File: config.mk
export PLATFORM = sky130hd
export DESIGN_NAME = pcap_capture_mem_writer_flat
export DESIGN_NICKNAME = d
export VERILOG_FILES = /design/src/rtl/pcap_capture_mem_writer_if.sv /design/src/rtl/pcap_capture_mem_writer.sv /design/src/flat_wrapper.sv
export SDC_FILE = /design/constraint.sdc
export NUM_CORES = 1
export LEC_CHECK = 0
export ABC_CLOCK_PERIOD_IN_PS = 11750
export CORE_AREA = 2 2 257 259
export CTS_CLUSTER_DIAMETER = 120
export DETAILED_ROUTE_END_ITERATION = 8
export DIE_AREA = 0 0 259 261
export DONT_BUFFER_PORTS = 1
export PLACE_DENSITY = 0.36
export SETUP_SLACK_MARGIN = 0.5
export SLEW_MARGIN = 10
export SYNTH_ARGS = -nofsm -noshare
export SYNTH_HDL_FRONTEND = slang
export SYNTH_SLANG_ARGS = --single-unit
File: constraint.sdc
create_clock -name axi_aclk -period 11.75 [get_ports axi_aclk]
set_input_delay 1.7625 -clock axi_aclk [delete_from_list [all_inputs] [get_ports axi_aclk]]
set_output_delay 1.7625 -clock axi_aclk [all_outputs]
set_load 0.01 [all_outputs]
File: src/rtl/pcap_capture_mem_writer_if.sv
// Bundles for the pcap capture writer: an AXI4-Stream input and a QDR write-request port.

interface pcap_axis_if #(
    parameter int DATA_WIDTH  = 256,
    parameter int TUSER_WIDTH = 128
);
    logic [DATA_WIDTH-1:0]   tdata;
    logic [DATA_WIDTH/8-1:0] tstrb;
    logic [TUSER_WIDTH-1:0]  tuser;
    logic                    tvalid;
    logic                    tready;
    logic                    tlast;

    modport master (output tdata, tstrb, tuser, tvalid, tlast, input tready);
    modport slave  (input tdata, tstrb, tuser, tvalid, tlast, output tready);
endinterface

interface pcap_mem_wr_if #(
    parameter int ADDR_WIDTH = 19,
    parameter int DATA_WIDTH = 144
);
    logic                  req;
    logic [ADDR_WIDTH-1:0] addr;
    logic [DATA_WIDTH-1:0] data;
    logic                  ack;

    modport master (output req, addr, data, input ack);
    modport slave  (input req, addr, data, output ack);
endinterface

File: src/rtl/pcap_capture_mem_writer.sv
// Serialises AXI4-Stream pcap packets into 144-bit QDR words (two header words, then two words
// per beat) and publishes mem_addr_high only once a packet has been written completely.

module pcap_capture_mem_writer #(
    parameter int C_S_AXIS_DATA_WIDTH  = 256,
    parameter int C_S_AXIS_TUSER_WIDTH = 128,
    parameter int MEM_DATA_WIDTH       = 144,
    parameter int QDR_ADDR_WIDTH       = 19,
    parameter int MEM_DEPTH            = 2**19
) (
    input  logic                      axi_aclk,
    input  logic                      rst,
    pcap_axis_if.slave                s_axis,
    pcap_mem_wr_if.master             mem_wr,
    input  logic                      capture_en,
    output logic [QDR_ADDR_WIDTH-1:0] mem_addr_high,
    output logic [31:0]               pkt_count,
    output logic [31:0]               drop_count,
    output logic                      mem_full
);
    localparam int AW    = QDR_ADDR_WIDTH;
    localparam int HALF  = C_S_AXIS_DATA_WIDTH / 2;
    localparam int SHALF = C_S_AXIS_DATA_WIDTH / 16;
    localparam logic [31:0] DEPTH = 32'(MEM_DEPTH);

    localparam logic [2:0] IDLE    = 3'd0;
    localparam logic [2:0] HDR0    = 3'd1;
    localparam logic [2:0] HDR1    = 3'd2;
    localparam logic [2:0] DATA_LO = 3'd3;
    localparam logic [2:0] DATA_HI = 3'd4;
    localparam logic [2:0] DROP    = 3'd5;

    // Pointers carry one extra bit so a completely full memory (wp == MEM_DEPTH) is representable.
    logic [2:0]                      state;
    logic [AW:0]                     wp;
    logic [AW:0]                     addr_high;
    logic [C_S_AXIS_TUSER_WIDTH-1:0] tuser_q;
    logic                            cap_en_q;

    logic        cap_rise;
    logic [AW:0] base_wp;
    logic [16:0] beats_raw;
    logic [31:0] need;
    logic        fits;
    logic        at_end;
    logic        wr_fire;

    assign cap_rise  = capture_en && !cap_en_q;
    assign base_wp   = cap_rise ? '0 : wp;
    assign beats_raw = ({1'b0, s_axis.tuser[15:0]} + 17'd31) >> 5;

    always_comb begin
        need = 32'(beats_raw);
        if (beats_raw == '0) need = 32'd1;
        need = (need + 32'd1) << 1;
    end

    assign fits   = (32'(base_wp) + need) <= DEPTH;
    assign at_end = 32'(wp) >= DEPTH;

    // A data word is only requested while its beat is actually on the bus and memory remains.
    always_comb begin
        mem_wr.req = 1'b0;
        case (state)
            HDR0, HDR1: mem_wr.req = 1'b1;
            DATA_LO:    mem_wr.req = s_axis.tvalid && !at_end;
            DATA_HI:    mem_wr.req = !at_end;
            default:    mem_wr.req = 1'b0;
        endcase
    end

    assign wr_fire       = mem_wr.req && mem_wr.ack;
    assign s_axis.tready = (state == DATA_HI) ? wr_fire : (state == DROP);
    assign mem_wr.addr   = wp[AW-1:0];
    assign mem_addr_high = addr_high[AW-1:0];

    always_comb begin
        mem_wr.data = '0;
        case (state)
            HDR0:    mem_wr.data = MEM_DATA_WIDTH'(tuser_q);
            DATA_LO: mem_wr.data = MEM_DATA_WIDTH'({s_axis.tstrb[SHALF-1:0], s_axis.tdata[HALF-1:0]});
            DATA_HI: mem_wr.data = MEM_DATA_WIDTH'({s_axis.tstrb[2*SHALF-1:SHALF],
                                                    s_axis.tdata[2*HALF-1:HALF]});
            default: mem_wr.data = '0;
        endcase
    end

    always_ff @(posedge axi_aclk) begin
        if (rst) begin
            state      <= IDLE;
            wp         <= '0;
            addr_high  <= '0;
            tuser_q    <= '0;
            cap_en_q   <= 1'b0;
            pkt_count  <= '0;
            drop_count <= '0;
            mem_full   <= 1'b0;
        end else begin
            cap_en_q <= capture_en;
            case (state)
                IDLE: begin
                    if (cap_rise) begin
                        wp         <= '0;
                        addr_high  <= '0;
                        pkt_count  <= '0;
                        drop_count <= '0;
                        mem_full   <= 1'b0;
                    end
                    if (capture_en && s_axis.tvalid) begin
                        tuser_q <= s_axis.tuser;
                        state   <= fits ? HDR0 : DROP;
                    end
                end
                HDR0: if (wr_fire) begin
                    wp    <= wp + 1'b1;
                    state <= HDR1;
                end
                HDR1: if (wr_fire) begin
                    wp    <= wp + 1'b1;
                    state <= DATA_LO;
                end
                // Running off the end mid-packet discards the partial packet by rewinding.
                DATA_LO, DATA_HI: begin
                    if (at_end) begin
                        mem_full <= 1'b1;
                        wp       <= addr_high;
                        state    <= DROP;
                    end else if (wr_fire) begin
                        wp <= wp + 1'b1;
                        if (state == DATA_LO) begin
                            state <= DATA_HI;
                        end else if (s_axis.tlast) begin
                            addr_high <= wp + 1'b1;
                            pkt_count <= pkt_count + 32'd1;
                            state     <= IDLE;
                        end else begin
                            state <= DATA_LO;
                        end
                    end
                end
                DROP: if (s_axis.tvalid && s_axis.tlast) begin
                    drop_count <= drop_count + 32'd1;
                    mem_full   <= 1'b1;
                    state      <= IDLE;
                end
                default: state <= IDLE;
            endcase
        end
    end
endmodule
File: src/flat_wrapper.sv
// flat-port wrapper written by rule: the top's interface ports become plain ports
module pcap_capture_mem_writer_flat 
#(
    parameter int C_S_AXIS_DATA_WIDTH  = 256,
    parameter int C_S_AXIS_TUSER_WIDTH = 128,
    parameter int MEM_DATA_WIDTH       = 144,
    parameter int QDR_ADDR_WIDTH       = 19,
    parameter int MEM_DEPTH            = 2**19
)
  (axi_aclk, rst, capture_en, mem_addr_high, pkt_count, drop_count, mem_full, s_axis_tdata, s_axis_tstrb, s_axis_tuser, s_axis_tvalid, s_axis_tlast, s_axis_tready, mem_wr_req, mem_wr_addr, mem_wr_data, mem_wr_ack);
  pcap_axis_if s_axis_i ();
  pcap_mem_wr_if mem_wr_i ();
  input  logic axi_aclk;
  input  logic rst;
  input  logic capture_en;
  output logic [QDR_ADDR_WIDTH-1:0] mem_addr_high;
  output logic [31:0] pkt_count;
  output logic [31:0] drop_count;
  output logic mem_full;
  input wire logic [$bits(s_axis_i.tdata)-1:0] s_axis_tdata;
  input wire logic [$bits(s_axis_i.tstrb)-1:0] s_axis_tstrb;
  input wire logic [$bits(s_axis_i.tuser)-1:0] s_axis_tuser;
  input wire logic [$bits(s_axis_i.tvalid)-1:0] s_axis_tvalid;
  input wire logic [$bits(s_axis_i.tlast)-1:0] s_axis_tlast;
  output wire logic [$bits(s_axis_i.tready)-1:0] s_axis_tready;
  output wire logic [$bits(mem_wr_i.req)-1:0] mem_wr_req;
  output wire logic [$bits(mem_wr_i.addr)-1:0] mem_wr_addr;
  output wire logic [$bits(mem_wr_i.data)-1:0] mem_wr_data;
  input wire logic [$bits(mem_wr_i.ack)-1:0] mem_wr_ack;
  assign s_axis_i.tdata = s_axis_tdata;
  assign s_axis_i.tstrb = s_axis_tstrb;
  assign s_axis_i.tuser = s_axis_tuser;
  assign s_axis_i.tvalid = s_axis_tvalid;
  assign s_axis_i.tlast = s_axis_tlast;
  assign s_axis_tready = s_axis_i.tready;
  assign mem_wr_req = mem_wr_i.req;
  assign mem_wr_addr = mem_wr_i.addr;
  assign mem_wr_data = mem_wr_i.data;
  assign mem_wr_i.ack = mem_wr_ack;
  pcap_capture_mem_writer #(.C_S_AXIS_DATA_WIDTH(C_S_AXIS_DATA_WIDTH), .C_S_AXIS_TUSER_WIDTH(C_S_AXIS_TUSER_WIDTH), .MEM_DATA_WIDTH(MEM_DATA_WIDTH), .QDR_ADDR_WIDTH(QDR_ADDR_WIDTH), .MEM_DEPTH(MEM_DEPTH)) u_core (.axi_aclk(axi_aclk), .rst(rst), .s_axis(s_axis_i), .mem_wr(mem_wr_i), .capture_en(capture_en), .mem_addr_high(mem_addr_high), .pkt_count(pkt_count), .drop_count(drop_count), .mem_full(mem_full));
endmodule
## After elaboration in Yosys (flattened, before gate mapping)

Cells that the tools add are included.

- Add/subtract/negate cells: 6
- $lt $le $gt $ge: 2
- Eq/ne operators: 16
- Mux-type cells: 36
- Reductions and logical operators: 20

Operators by type and width:

| operator | number |
|---|---|
| $pmux W144 S3 | 1 |
| $mux W32 | 6 |
| $mux W20 | 8 |
| $pmux W32 S2 | 2 |
| $add A32 B1 Y32 const B | 2 |
| $pmux W20 S3 | 1 |
| $pmux W20 S2 | 1 |
| $add A20 B32 Y32 | 1 |
| $le A32 B20 Y1 const B | 1 |
| $add A31 B1 Y31 const B | 1 |
| $mux W3 | 8 |
| $add A20 B1 Y20 const B | 1 |
| $ge A20 B20 Y1 const B | 1 |
| $add A16 B5 Y17 const B | 1 |
| $logic_not A17 Y1 | 1 |
| $pmux W3 S5 | 1 |
| $mux W12 | 1 |
| $ne A2 B1 Y1 const B | 6 |
| $ne A2 B2 Y1 const B | 4 |
| $eq A3 B2 Y1 const B | 2 |
| $eq A3 B3 Y1 const B | 2 |
| $pmux W1 S3 | 2 |
| $reduce_and A6 Y1 | 1 |
| $reduce_bool A3 Y1 | 2 |
| 13 further kinds | 23 |

- Register bits after elaboration: 237
- Input port bits: 422
- Output and inout port bits: 249
- Logic and storage cells: 88

## Logic depth before layout (Yosys ltp)

Gate-level depths: netlist (run 1).

- Depth after elaboration: 9
- Mapped depth: 16

## Worst setup path before layout (run 1)

OpenSTA, ideal clock, no wires.

- Path type: input -> register
- Start: in s_axis_tuser[0]
- End: reg u_core.state[2]
- Arrival time: 5.229 ns
- Path slack: 6.451 ns
- Stages on the path: 16
- Path buffers: 1
- Cell sequence: or4_1 nor3_1 nor2b_1 and4_1 and3_1 and3_1 xor2_1 ha_1 clkbuf_1 a21o_1 a21oi_1 nor2_1 a211oi_1 or4b_1 a311o_1 a21oi_1

- Word-level cells in the longest chain between the ends: 9

RTL lines:

| item | line | text |
|---|---|---|
| start: declaration | flat_wrapper.sv:22 | `input wire logic [$bits(s_axis_i.tuser)-1:0] s_axis_tuser;` |
| $add A16 B5 Y17 (*) | pcap_capture_mem_writer.sv:50 | `assign beats_raw = ({1'b0, s_axis.tuser[15:0]} + 17'd31) >> 5;` |
| $logic_not A17 Y1 | pcap_capture_mem_writer.sv:54 | `if (beats_raw == '0) need = 32'd1;` |
| $mux W12 (*) | pcap_capture_mem_writer.sv:54 |  |
| $add A31 B1 Y31 (*) | pcap_capture_mem_writer.sv:55 | `need = (need + 32'd1) << 1;` |
| $add A20 B32 Y32 (*) | pcap_capture_mem_writer.sv:58 | `assign fits = (32'(base_wp) + need) <= DEPTH;` |
| $le A32 B20 Y1 (*) | pcap_capture_mem_writer.sv:58 |  |
| $mux W3 (*) | pcap_capture_mem_writer.sv:111 | `state <= fits ? HDR0 : DROP;` |
| $mux W3 (*) | pcap_capture_mem_writer.sv:109 | `if (capture_en && s_axis.tvalid) begin` |
| $pmux W3 S5 (*) | pcap_capture_mem_writer.sv:100 | `case (state)` |
| end signal: assignment | pcap_capture_mem_writer.sv:111 |  |
| end: declaration | pcap_capture_mem_writer.sv:34 | `logic [2:0] state;` |

Mark *: on every way between the ends. The rest lies on a longest branch, timed or not. The select of a mux whose other input is x is not followed.
A chain may end at the register's enable or synchronous reset.

## Worst setup path in the final report (run 1)

- Start: reg u_core.state[1]
- End: out mem_wr_data[28]

- Word-level cells in the longest chain between the ends: 2
- Elaborated cells on any way between the ends: 4
- Classes of those cells: eq/ne: 3; mux: 1

RTL lines:

| item | line | text |
|---|---|---|
| $eq A3 B3 Y1, or another cell as far along | pcap_capture_mem_writer.sv:79 | `case (state)` |
| $pmux W144 S3 (*) | pcap_capture_mem_writer.sv:79 |  |
| end: declaration | flat_wrapper.sv:28 | `output wire logic [$bits(mem_wr_i.data)-1:0] mem_wr_data;` |

Mark *: on every way between the ends. The rest lies on a longest branch, timed or not.

==> flow_metrics.tcl, run 1 <==
set metrics [dict create \
    htreeDepth 1 \
    hold_buffers 0 \
    dpl.hpwl_um 46200 \
    worst_slack_ns 6.46 \
    max_freq_mhz 189 \
    worst_slew_pin_slew_ns 1.13 \
    final_common_cell "nand2_1" \
    via_per_inst 4.97 \
    drt-initial-drc-count 846 \
    drive_gt1_share_pct 5.39 \
    clock_latency_ns 0.59 \
    cts_resized 0 \
    syn-cell-area_um2 14200 \
    hold_viol 0 \
    initial_core_util_pct 21.8 \
    min_path_type "register to register" \
    path_max_fanout 53 \
    async_flop_share_pct 0 \
    overflow 0 \
    switching_share_pct 43.3 \
    p_leak_nw 4.83 \
    syn_avg_cell_area_um2 7.39 \
    drtPass1Iterations 5 \
    ant_nets 0 \
    place_congestion 0.884 \
    syn_inst 1916 \
    rows 94 \
    setup_viol 0 \
    grt_pass1_wl_um 85800 \
    finalCriticalPeriod_ns 5.29 \
    globalRouteTotalUtil_pct 16.8 \
    required_ns 9.99 \
    ioPinCount 671 \
    cts_tree "built" \
    mostFrequentLayoutCells "nand2_1 (475), dfxtp_1 (236), a21oi_1 (185)" \
    power.share.clock_pct 29.8 \
    yosys.cell_types.count 74 \
    portBuffers 0 \
    die_w_um 259 \
    skew_ns 0.0132 \
    rsz0062_at_grt "no" \
    hold_depth 2 \
    reg2reg_depth 11 \
    die_h_um 261 \
    cp-start-kind "register" \
    relSlewSlack_pct 24.0 \
    synth_seq_cells 237 \
    cts_buffers 31 \
    yosys_warnings 0 \
    seq_power_share_pct 32.5 \
    maxSlewViolCount 0 \
    power.density_nw_per_um2 196 \
    cts_setup_buffers 0 \
    end_kind "output port" \
    tns_ns 0 \
    p_sw_mw 1.32 \
    die-area_um2 67600 \
    worstSetupPathType "register to output port" \
    clockBufferDepth 3 \
    ys.flop_type "dfxtp_1" \
    cap_violations 0 \
    dp_slack_ns 6.12 \
    syn_nets 2356 \
    cp_data_arrival_time_ns 3.53 \
    design_area_um2 15600 \
    post-route-period-util_pct 45.0 \
    grt_max_degree 179 \
    grt_pass1_vias 12500 \
    post_dp_cell_area_um2 14600 \
    wl_per_cell_um 22.9 \
    intPower_mw 1.73 \
    synth_seq_area_share_pct 33.5 \
    status "complete, no violations" \
    clockRootBuffer "clkbuf_16" \
    nets 2236 \
    comb_power_share_pct 37.7 \
    drc_errors 0 \
    peakVddDrop_uv 105 \
    totalWireLength_um 61400 \
    cts.sinks 237 \
    antenna_found_initial 16 \
    synth_edf_count 0 \
    core-area_um2 65000 \
    area_delta_synth_final_pct 10.0 \
    num_vias 13300 \
    clk_pin_slew_worst_paths_ns 0.07 \
]
==> synth_stat cells, types with 9 or more instances <==
cell type | n | area, um^2
nand2_1 | 475 | 1780
dfxtp_1 | 237 | 4740
a21oi_1 | 185 | 926
o21ai_0 | 163 | 816
mux2i_1 | 130 | 1300
nor2_1 | 125 | 469
clkbuf_1 | 108 | 405
xor2_1 | 54 | 473
buf_4 | 40 | 300
nand3_1 | 40 | 200
xnor2_1 | 32 | 280
nand4_1 | 22 | 138
and3_1 | 21 | 131
a211oi_1 | 18 | 135
and2_1 | 18 | 113
buf_1 | 17 | 63.8
ha_1 | 17 | 213
a22o_1 | 16 | 140
a31oi_1 | 14 | 87.6
inv_1 | 14 | 52.6
nor3_1 | 14 | 70.1
nand2b_1 | 10 | 62.6
o211ai_1 | 10 | 75.1
and4_1 | 9 | 78.8
==> final timing paths <==
path         slack, ns                from            endpoint
min reg2reg       0.46  u_core.tuser_q[24]  u_core.tuser_q[24]
min               0.46  u_core.tuser_q[24]  u_core.tuser_q[24]
max reg2reg       8.13     u_core.cap_en_q     u_core.state[2]
max               6.46     u_core.state[1]     mem_wr_data[28]
==> area by class of cell <==
type	count	area, um^2
Antenna cell	1	2.50
Clock buffer	39	856
Clock inverter	16	98.8
Fill cell	7183	49500
Inverter	15	56.3
Multi-Input combinational cell	1492	8590
Sequential cell	237	4750
Tap cell	864	1080
Timing Repair Buffer	19	143
==> cells by family after synthesis <==
group / synth area share [%]
xor gates and xnor gates: 5.32
DFF: 33.5
buffers and inverters: 6.08
AOI/OAI and AO/OA: 20.2
muxes: 9.27
adders and majority gates: 1.64
other: 0.0265
and+or+nand+nor: 23.9
==> flip-flops by register name (all words and copies together) (netlist names) <==
signal / cells
u_core.tuser_q: 128
u_core.mem_full: 1
u_core.cap_en_q: 1
u_core.wp: 20
u_core.pkt_count: 32
u_core.addr_high: 20
u_core.state: 3
u_core.drop_count: 32
==> layer usage <==
layer | share of wire [%] | GRT usage [%]
met2 | 47 | 27.5
met5 | 0.22 | 0
met3 | 7.7 | 4.86
met1 | 43 | 21.8
met4 | 2.1 | 3.82
==> per-stage QoR <==
stage / util [%] / hold slack, ns / total power [mW] / std cells
global placement: 22.5 / 0.445 / 2.16 / 2627
detailed placement: 22.5 / 0.449 / 2.17 / 2627
global route: 24.0 / 0.471 / 3.24 / 2683
finish: 24.0 / 0.458 / 3.05 / 2683
floorplan: - / 0.436 / 1.84 / 1916
CTS: 24.0 / 0.457 / 3.10 / 2682
==> worst max-delay path, stage by stage (launching register included) <==
cell and delay, ns:
dfxtp_4 0.47, buf_4 0.54, buf_4 0.78, mux2i_1 0.15
o21ai_0 0.90
==> power groups by stage <==
| stage | clock, mW | sequential (mW) | combinational, mW |
|---|---|---|---|
| after global routing | 0.979 | 1.00 | 1.26 |
| after CTS | 0.949 | 0.995 | 1.16 |
| after global placement | 0 | 1.01 | 1.15 |
| after detailed placement | 0 | 1.01 | 1.16 |
| after floorplan | 0 | 0.930 | 0.914 |
| final | 0.909 | 0.992 | 1.15 |
Note: power is estimated with default switching activity, not from simulation.
==> inputs of run 2 (changes only) <==
--- a/config.mk
+++ b/config.mk
@@ -5,7 +5,7 @@
 export SDC_FILE = /design/constraint.sdc
 export NUM_CORES = 1
 export LEC_CHECK = 0
-export ABC_CLOCK_PERIOD_IN_PS = 11750
+export ABC_CLOCK_PERIOD_IN_PS = 5200
 export CORE_AREA = 2 2 257 259
 export CTS_CLUSTER_DIAMETER = 120
 export DETAILED_ROUTE_END_ITERATION = 8
==> constraint.sdc (replaced) <==
create_clock -name axi_aclk -period 5.2 [get_ports axi_aclk]
set_input_delay 0.78 -clock axi_aclk [delete_from_list [all_inputs] [get_ports axi_aclk]]
set_output_delay 0.78 -clock axi_aclk [all_outputs]
set_load 0.01 [all_outputs]
==> run 2 against run 1 <==
  * Final area increased by 1.3%
  * Clock skew increased by 0.013 ns
  * Via count increased by 0.88%
  * Die area unchanged
  * Power increased by 140%
  * Non-clock buffer count unchanged
  * Utilization increased by 0.32 points
  * Register-to-register slack got worse by 6.5 ns
  * Sequential power increased by 130%
  * Critical path type is now primary input to register
==> flow_metrics.tcl, run 2 (same netlist as run 1, synthesis figures left out) <==
set metrics [dict create \
    required_ns 5.61 \
    worstSetupPathType "primary input to register" \
    path_max_fanout 5 \
    max_stage_delay_ns 0.62 \
    via_per_inst 4.99 \
    clock_latency_ns 0.54 \
    cp_data_arrival_time_ns 4.54 \
    drive_gt1_share_pct 5.49 \
    final_common_cell "nand2_1" \
    area_delta_synth_final_pct 11.5 \
    cts_buffers 34 \
    overflow 0 \
    hold_buffers 0 \
    nets 2239 \
    p_leak_nw 4.92 \
    clk_pin_slew_worst_paths_ns 0.06 \
    die_h_um 261 \
    comb_power_share_pct 35.8 \
    skew_ns 0.0260 \
    maxSlewViolCount 0 \
    rows 94 \
    power.share.clock_pct 32.7 \
    grt_max_degree 179 \
    cts_resized 0 \
    top_regs "u_core.tuser_q x128, u_core.drop_count x32, u_core.pkt_count x32" \
    clockRootBuffer "clkbuf_16" \
    globalRouteTotalUtil_pct 17.0 \
    max_freq_mhz 242 \
    die_w_um 259 \
    cap_violations 0 \
    dpl.hpwl_um 46400 \
    largest_register "u_core.tuser_q" \
    place_congestion 0.912 \
    intPower_mw 4.19 \
    relSlewSlack_pct 22.5 \
    rsz0062_at_grt "no" \
    num_vias 13400 \
    drtPass1Iterations 5 \
    post-route-period-util_pct 79.4 \
    worst_slew_pin_slew_ns 1.16 \
    min_path_type "primary input to register" \
    status "complete, no violations" \
    drc_errors 0 \
    switching_share_pct 42.0 \
    core-area_um2 65000 \
    die-area_um2 67600 \
    cts_tree "built" \
    post_dp_cell_area_um2 14600 \
    p_sw_mw 3.04 \
    setup_viol 0 \
    wl_per_cell_um 23.0 \
    tns_ns 0 \
    peakVddDrop_uv 188 \
    cts_setup_buffers 0 \
    grt_pass1_vias 12600 \
    grt_pass1_wl_um 85500 \
    totalWireLength_um 61900 \
    design_area_um2 15800 \
    cp-start-kind "primary input" \
    htreeDepth 2 \
    cp_slowest_cell "nor4_1" \
    antenna_found_initial 23 \
    path_cells "or4_1 > nor3_1 > nor2b_1 > and4_1 > and3_1 > xor2_1 > ha_1 > nand2_1 > nor4_1 > nand3_1 > o2111a_1 > a211o_1 > nor4_1 > a21oi_1" \
    end_kind "register" \
    cpMostUsedCell "nor4_1" \
    largest_reg_flops 128 \
    cts.sinks 237 \
    drt-initial-drc-count 1014 \
    ioPinCount 671 \
    finalCriticalPeriod_ns 4.13 \
    portBuffers 0 \
    initial_core_util_pct 21.8 \
    hold_viol 0 \
    ant_nets 0 \
    power.density_nw_per_um2 458 \
    mostFrequentLayoutCells "nand2_1 (475), dfxtp_1 (236), a21oi_1 (185)" \
    seq_power_share_pct 31.5 \
    clockBufferDepth 3 \
]
run 2: cell types whose count changed in the layout (fill, tap and decap cells not counted):
cell        previous run  this run
inv_4                  1         0
clkbuf_16             31        35
inv_6                  1         2
clkinv_2               9         4
bufinv_16              0         2
clkinvlp_4             4         2
buf_4                 19        17
diode_2                1         8
clkinv_8               0         1
clkbuf_8               5         7
buf_12                 0         2
run 2: routing by layer:
| layer | track usage [%] | vias up | routed length (um) |
|---|---|---|---|
| met4 | 4.78 | 26 | 1340 |
| met1 | 21.7 | 6420 | 26400 |
| li1 | - | 6360 | - |
| met5 | 0 | - | 165 |
| met3 | 5.03 | 103 | 5050 |
| met2 | 27.7 | 533 | 28900 |
run 2: area by class of cell:
| class | count | area, um^2 |
|---|---|---|
| clock buffer | 45 | 983 |
| clock inverter | 12 | 138 |
| antenna | 8 | 20.0 |
| fill | 7341 | 49300 |
| multi-input combinational | 1492 | 8590 |
| inverter | 15 | 56.3 |
| tap | 864 | 1080 |
| sequential | 237 | 4750 |
| timing repair buffer | 19 | 168 |
run 2: per-stage QoR:
step / hold WS (ns) / instances / worst slack [ns] / total power [mW] / util [%]
final: 0.347 / 2692 / 1.07 / 7.23 / 24.3
after global routing: 0.317 / 2690 / 0.833 / 7.68 / 24.3
after CTS: 0.284 / 2684 / 1.15 / 7.36 / 24.2
after detailed placement: 0.447 / 2627 / 0.596 / 4.93 / 22.5
after global placement: 0.445 / 2627 / 0.612 / 4.91 / 22.5
after floorplan: 0.436 / 1916 / 0.883 / 4.17 / -
run 2: critical path, delay by kind of cell:
| kind | cells | cell delay, ns |
|---|---|---|
| AND/OR/NAND/NOR | 9 | 2.68 |
| AO/OA/AOI/OAI | 3 | 0.59 |
| adder cells (fa/ha/maj) | 1 | 0.33 |
| XOR/XNOR | 1 | 0.16 |
run 2: final timing paths:
path	startpoint	to	slack, ns	cells past startpoint
max	s_axis_tuser[0]	u_core.state[2]	1.07	14
min	rst	u_core.drop_count[1]	0.35	1
max reg2reg	u_core.cap_en_q	u_core.state[2]	1.62	11
min reg2reg	u_core.tuser_q[19]	u_core.tuser_q[19]	0.45	2
run 2: power by group through the flow:
stage	clock, mW	combinational [mW]	sequential [mW]
2_1_floorplan	0	2.07	2.10
3_3_place_gp	0	2.59	2.33
3_5_place_dp	0	2.60	2.33
4_1_cts	2.46	2.61	2.29
5_1_grt	2.53	2.84	2.31
6_report	2.36	2.59	2.28
